--- src/rtl/opcode_dispatcher.sv ---
// opcode_dispatcher: sequencer between the host opcode stream and the shape engines.
//
// Buffers 96-bit opcodes {shape[95:92], color[91:76], opdata[75:0]} in a small FIFO.
// It dispatches them in order, one at a time, to the engine that the shape field selects.
// The engine handshake is a one-cycle start pulse followed by the engine's busy signal.
// NOPs (shape 0) and illegal shapes are dropped. Completed operations are counted.
//
// Ports:
//   clk, n_rst           clock (rising edge), asynchronous active-low reset
//   op_valid, op_data    host opcode stream; op_ready = FIFO not full
//   eng_busy, eng_start  per-engine busy inputs and one-hot start pulse
//   shape_out, color_out, opdata_out  fields of the current dispatched opcode
//   busy_out             FIFO non-empty or dispatch in progress
//   illegal_err          sticky error (illegal shape or ack timeout); clear_err clears it
//   ops_done             16-bit wrapping count of completed operations
module opcode_dispatcher #(
    parameter int unsigned FIFO_DEPTH  = 4,
    parameter int unsigned NUM_ENGINES = 4,
    parameter int unsigned ACK_TIMEOUT = 15
) (
    input  logic                   clk,
    input  logic                   n_rst,
    input  logic                   op_valid,
    input  logic [95:0]            op_data,
    output logic                   op_ready,
    input  logic [NUM_ENGINES-1:0] eng_busy,
    output logic [NUM_ENGINES-1:0] eng_start,
    output logic [3:0]             shape_out,
    output logic [15:0]            color_out,
    output logic [75:0]            opdata_out,
    output logic                   busy_out,
    output logic                   illegal_err,
    input  logic                   clear_err,
    output logic [15:0]            ops_done
);

    localparam int unsigned PTR_W = (FIFO_DEPTH > 1) ? $clog2(FIFO_DEPTH) : 1;
    localparam int unsigned CNT_W = $clog2(FIFO_DEPTH + 1);
    localparam int unsigned TGT_W = (NUM_ENGINES > 1) ? $clog2(NUM_ENGINES) : 1;
    localparam int unsigned TO_W  = $clog2(ACK_TIMEOUT + 1);

    typedef enum logic [1:0] {StIdle, StIssue, StWaitAck, StWaitDone} state_e;

    state_e state_q, state_d;

    // FIFO storage and bookkeeping
    logic [95:0]      mem_q [FIFO_DEPTH];
    logic [PTR_W-1:0] wr_ptr_q, rd_ptr_q;
    logic [CNT_W-1:0] count_q, count_d;
    logic             fifo_full, fifo_empty;
    logic             push, pop;

    // Dispatch context
    logic [TGT_W-1:0] target_q;
    logic [TO_W-1:0]  tmo_q, tmo_d;
    logic [3:0]       shape_q;
    logic [15:0]      color_q;
    logic [75:0]      opdata_q;
    logic             illegal_err_q, illegal_err_d;
    logic [15:0]      ops_done_q;

    // Decoded head-of-FIFO fields
    logic [95:0]      head;
    logic [3:0]       head_shape;
    logic             shape_ok;
    logic [TGT_W-1:0] head_tgt;

    // Events from the next-state logic
    logic dispatch, drop_illegal, ack_timeout, op_complete;

    assign fifo_full  = (count_q == CNT_W'(FIFO_DEPTH));
    assign fifo_empty = (count_q == '0);
    // Registered occupancy only: a same-cycle pop never reopens a full FIFO.
    assign op_ready   = !fifo_full;
    assign push       = op_valid && op_ready;

    assign head       = mem_q[rd_ptr_q];
    assign head_shape = head[95:92];
    assign shape_ok   = (head_shape != 4'd0) && (32'(head_shape) <= NUM_ENGINES);
    assign head_tgt   = TGT_W'(head_shape - 4'd1);

    // ------------------------------------------------------------------ FIFO
    always_ff @(posedge clk) begin
        if (push) begin
            mem_q[wr_ptr_q] <= op_data;
        end
    end

    always_comb begin
        count_d = count_q;
        unique case ({push, pop})
            2'b10:   count_d = count_q + CNT_W'(1);
            2'b01:   count_d = count_q - CNT_W'(1);
            default: count_d = count_q;
        endcase
    end

    always_ff @(posedge clk or negedge n_rst) begin
        if (!n_rst) begin
            wr_ptr_q <= '0;
            rd_ptr_q <= '0;
            count_q  <= '0;
        end else begin
            if (push) wr_ptr_q <= wr_ptr_q + PTR_W'(1);
            if (pop)  rd_ptr_q <= rd_ptr_q + PTR_W'(1);
            count_q <= count_d;
        end
    end

    // ------------------------------------------------------------------ FSM: state register
    always_ff @(posedge clk or negedge n_rst) begin
        if (!n_rst) begin
            state_q <= StIdle;
            tmo_q   <= '0;
        end else begin
            state_q <= state_d;
            tmo_q   <= tmo_d;
        end
    end

    // ------------------------------------------------------------------ FSM: next state
    always_comb begin
        state_d      = state_q;
        tmo_d        = tmo_q;
        pop          = 1'b0;
        dispatch     = 1'b0;
        drop_illegal = 1'b0;
        ack_timeout  = 1'b0;
        op_complete  = 1'b0;
        unique case (state_q)
            StIdle: begin
                if (!fifo_empty) begin
                    pop = 1'b1;
                    if (head_shape == 4'd0) begin
                        // NOP: dropped silently
                    end else if (!shape_ok) begin
                        drop_illegal = 1'b1;
                    end else begin
                        dispatch = 1'b1;
                        state_d  = StIssue;
                    end
                end
            end
            StIssue: begin
                tmo_d   = '0;
                state_d = StWaitAck;
            end
            StWaitAck: begin
                // An engine already busy at issue time counts as acknowledged.
                if (eng_busy[target_q]) begin
                    state_d = StWaitDone;
                end else begin
                    tmo_d = tmo_q + TO_W'(1);
                    if (tmo_d == TO_W'(ACK_TIMEOUT)) begin
                        ack_timeout = 1'b1;
                        state_d     = StIdle;
                    end
                end
            end
            StWaitDone: begin
                if (!eng_busy[target_q]) begin
                    op_complete = 1'b1;
                    state_d     = StIdle;
                end
            end
            default: state_d = StIdle;
        endcase
    end

    // ------------------------------------------------------------------ FSM: outputs
    always_comb begin
        eng_start = '0;
        if (state_q == StIssue) begin
            eng_start[target_q] = 1'b1;
        end
    end

    // ------------------------------------------------------------------ dispatch context
    // A set wins over a coincident clear.
    always_comb begin
        illegal_err_d = illegal_err_q;
        if (drop_illegal || ack_timeout) begin
            illegal_err_d = 1'b1;
        end else if (clear_err) begin
            illegal_err_d = 1'b0;
        end
    end

    always_ff @(posedge clk or negedge n_rst) begin
        if (!n_rst) begin
            target_q      <= '0;
            shape_q       <= '0;
            color_q       <= '0;
            opdata_q      <= '0;
            illegal_err_q <= 1'b0;
            ops_done_q    <= '0;
        end else begin
            if (dispatch) begin
                target_q <= head_tgt;
                shape_q  <= head_shape;
                color_q  <= head[91:76];
                opdata_q <= head[75:0];
            end
            illegal_err_q <= illegal_err_d;
            if (op_complete) begin
                ops_done_q <= ops_done_q + 16'd1;
            end
        end
    end

    assign shape_out   = shape_q;
    assign color_out   = color_q;
    assign opdata_out  = opdata_q;
    assign illegal_err = illegal_err_q;
    assign ops_done    = ops_done_q;
    assign busy_out    = !fifo_empty || (state_q != StIdle);

endmodule

--- config.mk ---
export PLATFORM = sky130hd
export DESIGN_NAME = opcode_dispatcher
export DESIGN_NICKNAME = d
export VERILOG_FILES = /design/src/rtl/opcode_dispatcher.sv
export SDC_FILE = /design/constraint.sdc
export NUM_CORES = 1
export LEC_CHECK = 0
export BUFFER_PORTS_ARGS = -buffer_cell sky130_fd_sc_hd__clkbuf_2
export CAP_MARGIN = 20
export CORE_ASPECT_RATIO = 1.1
export CORE_MARGIN = 3
export CORE_UTILIZATION = 40
export CTS_CLUSTER_DIAMETER = 30
export DETAILED_ROUTE_END_ITERATION = 12
export GPL_TIMING_DRIVEN = 1
export SYNTH_ARGS = -nofsm -noshare
export SYNTH_HDL_FRONTEND = slang
export SYNTH_SLANG_ARGS = --single-unit
--- constraint.sdc ---
create_clock -name clk -period 3.38 [get_ports clk]
set_clock_uncertainty 0.1 [all_clocks]
set_input_delay 0.169 -clock clk [delete_from_list [all_inputs] [get_ports clk]]
set_output_delay 0.169 -clock clk [all_outputs]
set_load 0.02 [all_outputs]
# ---- Word level (Yosys, flattened, before mapping)
# Memories as Yosys holds them, arrays and structs flattened.
# Index checks and enable logic that the tools add are counted.
dict set report totals {
  ff_bits 128
  mem_bits_rw 384
  input_bits 104
  output_inout_bits 119
  wordCells 86
  memories 1
}
dict set report op_classes {
  add_sub_neg 7
  n_lt_le_gt_ge 3
  eq_ne 13
  muxes 34
  n_reduce_logical 17
}
# memory words word_bits read_ports rd_ports_with_merged_regs write_ports line
set mem_list {}
lappend mem_list {mem_q 4 96 1 0 1 47} ;# logic [95:0] mem_q [FIFO_DEPTH];
# op n
set ops {}
lappend ops {{1-bit two-way mux} 21}
lappend ops {{16-bit by 1-bit adder with 16-bit output, second input constant} 1}
lappend ops {{2-bit two-way mux} 6}
lappend ops {{2-bit inequality test, second input constant} 5}
lappend ops {{4-bit two-way mux} 2}
lappend ops {{2-bit case mux with 4 select lines} 1}
lappend ops {{4-bit case mux with 2 select lines} 1}
lappend ops {{2-bit nonzero test} 4}
lappend ops {{2-bit == test, second input constant} 3}
lappend ops {{3-bit case mux with 2 select lines} 1}
lappend ops {{5-bit AND reduction} 1}
lappend ops {{2-bit by 1-bit adder with 2-bit output, second input constant} 2}
lappend ops {{4-bit by 1-bit adder with 4-bit output, second input constant} 1}
lappend ops {{2-bit by 1-bit == test with 1-bit output, second input constant} 2}
lappend ops {{4-bit == test, second input constant} 1}
lappend ops {{4-bit by 3-bit less-or-equal comparator with 1-bit output, second input constant} 1}
lappend ops {{4-bit zero test} 1}
lappend ops {{4-bit nonzero test} 1}
lappend ops {{3-bit by 1-bit adder with 3-bit output, second input constant} 1}
lappend ops {{3-bit == test, second input constant} 1}
lappend ops {{1-bit logical AND} 3}
lappend ops {{3-bit zero test} 1}
lappend ops {{2-bit by 3-bit < comparator with 1-bit output, second input constant} 1}
lappend ops {{3-bit inequality test, second input constant} 1}
lappend ops {{other kinds (9)} 11}

# ---- Longest topological paths before layout
# An unclocked memory read counts as a cell.
dict set report depth {
  ltp_word 9
  mapped_depth 11
  mapped_depth_nobuf 10
}

# ---- Worst setup path before layout
# OpenSTA, ideal clock, no wires.
dict set report synth_path {
  path_type {reg2reg}
  start {register count_q[0]}
  end {memory mem_q[0][0], enable pin}
  setup_time_ps 466
  arrival_ps 3027
  required_ps 2814
  path_slack_ps -213
  stages_incl_launch_ff 4
  n_path_buf 0
  period_less_slack_ps 3593
  cell_sequence {dfrtp_1 -> inv_1 -> nand3_1 -> and3_1}
}
dict set report synth_via {
  elab_chain_len 5
}
# item line
set synth_rtl {}
lappend synth_rtl {{start, declared} 49} ;# logic [CNT_W-1:0] count_q, count_d;
lappend synth_rtl {{start signal, assigned} 106} ;# count_q <= count_d;
lappend synth_rtl {{3-bit == test} 71} ;# assign fifo_full = (count_q == CNT_W'(FIFO_DEPTH));
lappend synth_rtl {{1-bit zero test} 74} ;# assign op_ready = !fifo_full;
lappend synth_rtl {{net op_ready} 25} ;# output logic op_ready,
lappend synth_rtl {{1-bit logical AND} 75} ;# assign push = op_valid && op_ready;
lappend synth_rtl {{1-bit two-way mux} 84} ;# if (push) begin
lappend synth_rtl {{1-bit two-way mux (not written as such)} 85} ;# mem_q[wr_ptr_q] <= op_data;
lappend synth_rtl {{end, declared} 47}
# The timed path passes the listed nets, and every way through them passes these cells.

# ---- Worst setup path in the final report
dict set report layout_path {
  start {register rd_ptr_q[0]}
  end {register opdata_q[33], in the netlist opdata_out[33]}
}
dict set report layout_via {
  elab_chain_len 7
  word_cells_on_any_way 9
  classes_between {1 x order compare; 4 x mux; 3 x reduce/logical; 1 x memory}
}
# item line
set layout_rtl {}
lappend layout_rtl {{start, declared} 48} ;# logic [PTR_W-1:0] wr_ptr_q, rd_ptr_q;
lappend layout_rtl {{start signal, assigned} 105} ;# if (pop) rd_ptr_q <= rd_ptr_q + PTR_W'(1);
lappend layout_rtl {{memory 4 x 96 bit (*)} n/a}
lappend layout_rtl {{4-bit by 3-bit less-or-equal comparator with 1-bit output or 4-bit nonzero test (tied branches)} 79} ;# assign shape_ok = (head_shape != 4'd0) && (32'(head_shape) <= NUM_ENGINES);
lappend layout_rtl {{1-bit logical AND} 79}
lappend layout_rtl {{1-bit two-way mux} 136} ;# end else if (!shape_ok) begin
lappend layout_rtl {{1-bit two-way mux} 134} ;# if (head_shape == 4'd0) begin
lappend layout_rtl {{1-bit two-way mux} 132} ;# if (!fifo_empty) begin
lappend layout_rtl {{1-bit two-way mux} 130} ;# unique case (state_q)
lappend layout_rtl {{end signal, assigned} 202} ;# opdata_q <= head[75:0];
lappend layout_rtl {{end, declared} 58} ;# logic [75:0] opdata_q;
# Every way passes the cells marked *; elsewhere a longest branch is shown, timed or not.
# A chain may end at the register's enable or synchronous reset.

==> flow_metrics.env <==
export IMPL_outcome="complete, no violations"
export IMPL_hp_class="input port to asynchronous set/reset pin"
export IMPL_mostFrequentLayoutCells="edfxtp_1, clkbuf_2, dfrtp_1, clkbuf_16, dlygate4sd3_1"
export IMPL_vias=9802
export IMPL_worst_slack_ns=0.646
export IMPL_layoutNonFillerInstCount=2009
export IMPL_synth_warnings=0
export IMPL_syn_area_per_cell_um2=21.9
export IMPL_grt_overflow_total=0
export IMPL_io_pins=223
export IMPL_final_setup_tns_ns=0
export IMPL_rsz0062_at_grt="false"
export IMPL_p_leak_nw=9.85
export IMPL_pre_cts_ws_ns=0.633
export IMPL_rows=83
export IMPL_worstPathRequired_ns=3.78
export IMPL_n_antenna_cell=0
export IMPL_synth_cells=871
export IMPL_hold_ws_ns=0.0400
export IMPL_n_fill_cell=3666
export IMPL_wirelength_mm=40.4
export IMPL_drc=0
export IMPL_setup_violations=0
export IMPL_total_power_mw=25.8
export IMPL_place_area_um2=21100
export IMPL_slew_viol_final=0
export IMPL_wire_per_inst_um=20.1
export IMPL_yosysUniqueCellTypes=42
export IMPL_clockRootBuffer="clkbuf_16"
export IMPL_seq_area_frac_synth=0.772
export IMPL_end_kind="flop"
export IMPL_die_y_um=235
export IMPL_coreArea_um2=46900
export IMPL_ys_flop_type="edfxtp_1"
export IMPL_cp_start_kind="flop"
export IMPL_detail_route_first_pass_iterations=4
export IMPL_critPathKind="flop to flop"
export IMPL_hold_viol=0
export IMPL_via_per_inst=4.88
export IMPL_crit_slowest_cell="dfrtp_4"
export IMPL_post_dp_hpwl_mm=22.1
export IMPL_cts_tree="built"
export IMPL_max_stage_delay_ns=0.57
export IMPL_cts_buffers=105
export IMPL_fin_util=0.549
export IMPL_dieWidth_um=214
export IMPL_clock_sinks=512
export IMPL_max_freq_mhz=366
export IMPL_async_reset_ff_frac=0.250
export IMPL_fp_dieArea_um2=50400
export IMPL_drt_iter0_drc=528
export IMPL_cp_cell_sequence="mux4_2 > inv_1 > ha_1 > xnor2_1 > nand3b_1 > buf_12 > mux2_2"
export IMPL_antenna_found_initial=0
export IMPL_ir_drop_uv=751
export IMPL_final_net_count=1395
export IMPL_clkLatencyLatePin_ns=0.62
export IMPL_globalRouteTotalUtil=0.164
export IMPL_drive_gt1_frac=0.456
export IMPL_synth_net_count=985
export IMPL_period_minus_slack_ns=2.73
export IMPL_place_congestion=0.714
export IMPL_slew_headroom=0.267
export IMPL_netlist_area_um2=19100
export IMPL_p_per_area_nw_per_um2=1000
export IMPL_start_util=0.407
export IMPL_post_cts_buffers=0
export IMPL_htree_levels=3
export IMPL_port_buffers=222
export IMPL_worst_slew_pin_slew_ns=1.10
export IMPL_fin_area_um2=25800
export IMPL_crit_fanout=58
export IMPL_r2r_slack_ns=0.65
export IMPL_cp_data_arrival_time_ns=3.13
export IMPL_clk_pin_slew_ns=0.05
export IMPL_dpl_cell_count=1712
export IMPL_maxCapViolCount=0
export IMPL_grt_max_degree=66
export IMPL_final_common_cell="edfxtp_1"
export IMPL_period_share=0.809
export IMPL_area_growth_syn_to_layout_pct=35.0
export IMPL_drtAntennaViolNets=0
export IMPL_grt_pass1_vias=11000
export IMPL_synth_edff_count=384
export IMPL_cts_path_max_buffers=3
export IMPL_ys_ff_latch=512
export IMPL_grt_pass1_wl_mm=64.2
-- state kept, by name (all words and copies together), names as in the netlist --
| register | flops |
|---|---|
| color_out | 16 |
| count_q | 3 |
| illegal_err | 1 |
| mem_q | 384 |
| opdata_out | 76 |
| ops_done | 16 |
| rd_ptr_q | 2 |
| shape_out | 4 |
| state_q | 2 |
| target_q | 2 |
| tmo_q | 4 |
| wr_ptr_q | 2 |
-- layer usage --
metal,track usage,wire [µm]
met1,0.204,16800
met2,0.276,20600
met3,0.0435,2220
met4,0.0619,759
met5,0,0
-- critical path, delay by kind of cell, from the launching register on --
kind / cells / cell delay [ns]
flops: 1 / 0.57
xor+xnor: 1 / 0.08
simple gates: 1 / 0.21
fa+ha+maj: 1 / 0.19
mux: 2 / 0.95
buf+inv: 2 / 0.45
-- synth_stat cells (all sizes together) (7+ instances only) --
library cell	n	area share
dfrtp	128	0.17
xor2	11	0.0050
buf	17	0.0054
edfxtp	384	0.60
inv	13	0.0026
nand2	13	0.0026
clkbuf	20	0.0039
nand3	9	0.0024
mux4	97	0.11
nor2	7	0.0014
xnor2	11	0.0050
nor3	9	0.0024
ha	9	0.0059
mux2	97	0.059
-- power by group --
group | internal [mW] | leakage, nW | total [mW] | switching [mW]
Combinational | 2.81 | 2.99 | 6.19 | 3.38
Clock | 7.06 | 1.77 | 10.4 | 3.34
Sequential | 8.54 | 5.08 | 9.21 | 0.672
-- cells by family after synthesis --
family | synth area share
and+or+nand+nor | 0.0186
adders and majority gates | 0.00695
muxes | 0.175
AOI/OAI and AO/OA | 0.00583
buffers and inverters | 0.0119
xor gates and xnor gates | 0.0101
DFF | 0.772
-- layout make-up --
class / instances / area [µm²] / area share
Timing Repair Buffer: 340 / 2380 / 0.0922
Clock buffer: 122 / 2790 / 0.108
Tap cell: 637 / 797 / 0.0309
Inverter: 13 / 48.8 / 0.00189
Clock inverter: 76 / 870 / 0.0337
Sequential cell: 512 / 14700 / 0.572
Multi-Input combinational cell: 309 / 4150 / 0.161
-- what timing repair did --
action                                 CTS  global route
gates resized for setup                  0             0
endpoints found under the hold margin  456             0
hold buffers                            99             0
-- final timing paths --
check	startpoint	end	depth (start not counted)
max in group asynchronous	n_rst	ops_done[11]	3
max	rd_ptr_q[0]	opdata_out[33]	7
min in group clk	eng_busy[3]	state_q[0]	4
max reg2reg	rd_ptr_q[0]	opdata_out[33]	7
min reg2reg	ops_done[15]	ops_done[15]	1
min	n_rst	color_out[4]	2
No activity file was read; power rests on OpenSTA's default activity.
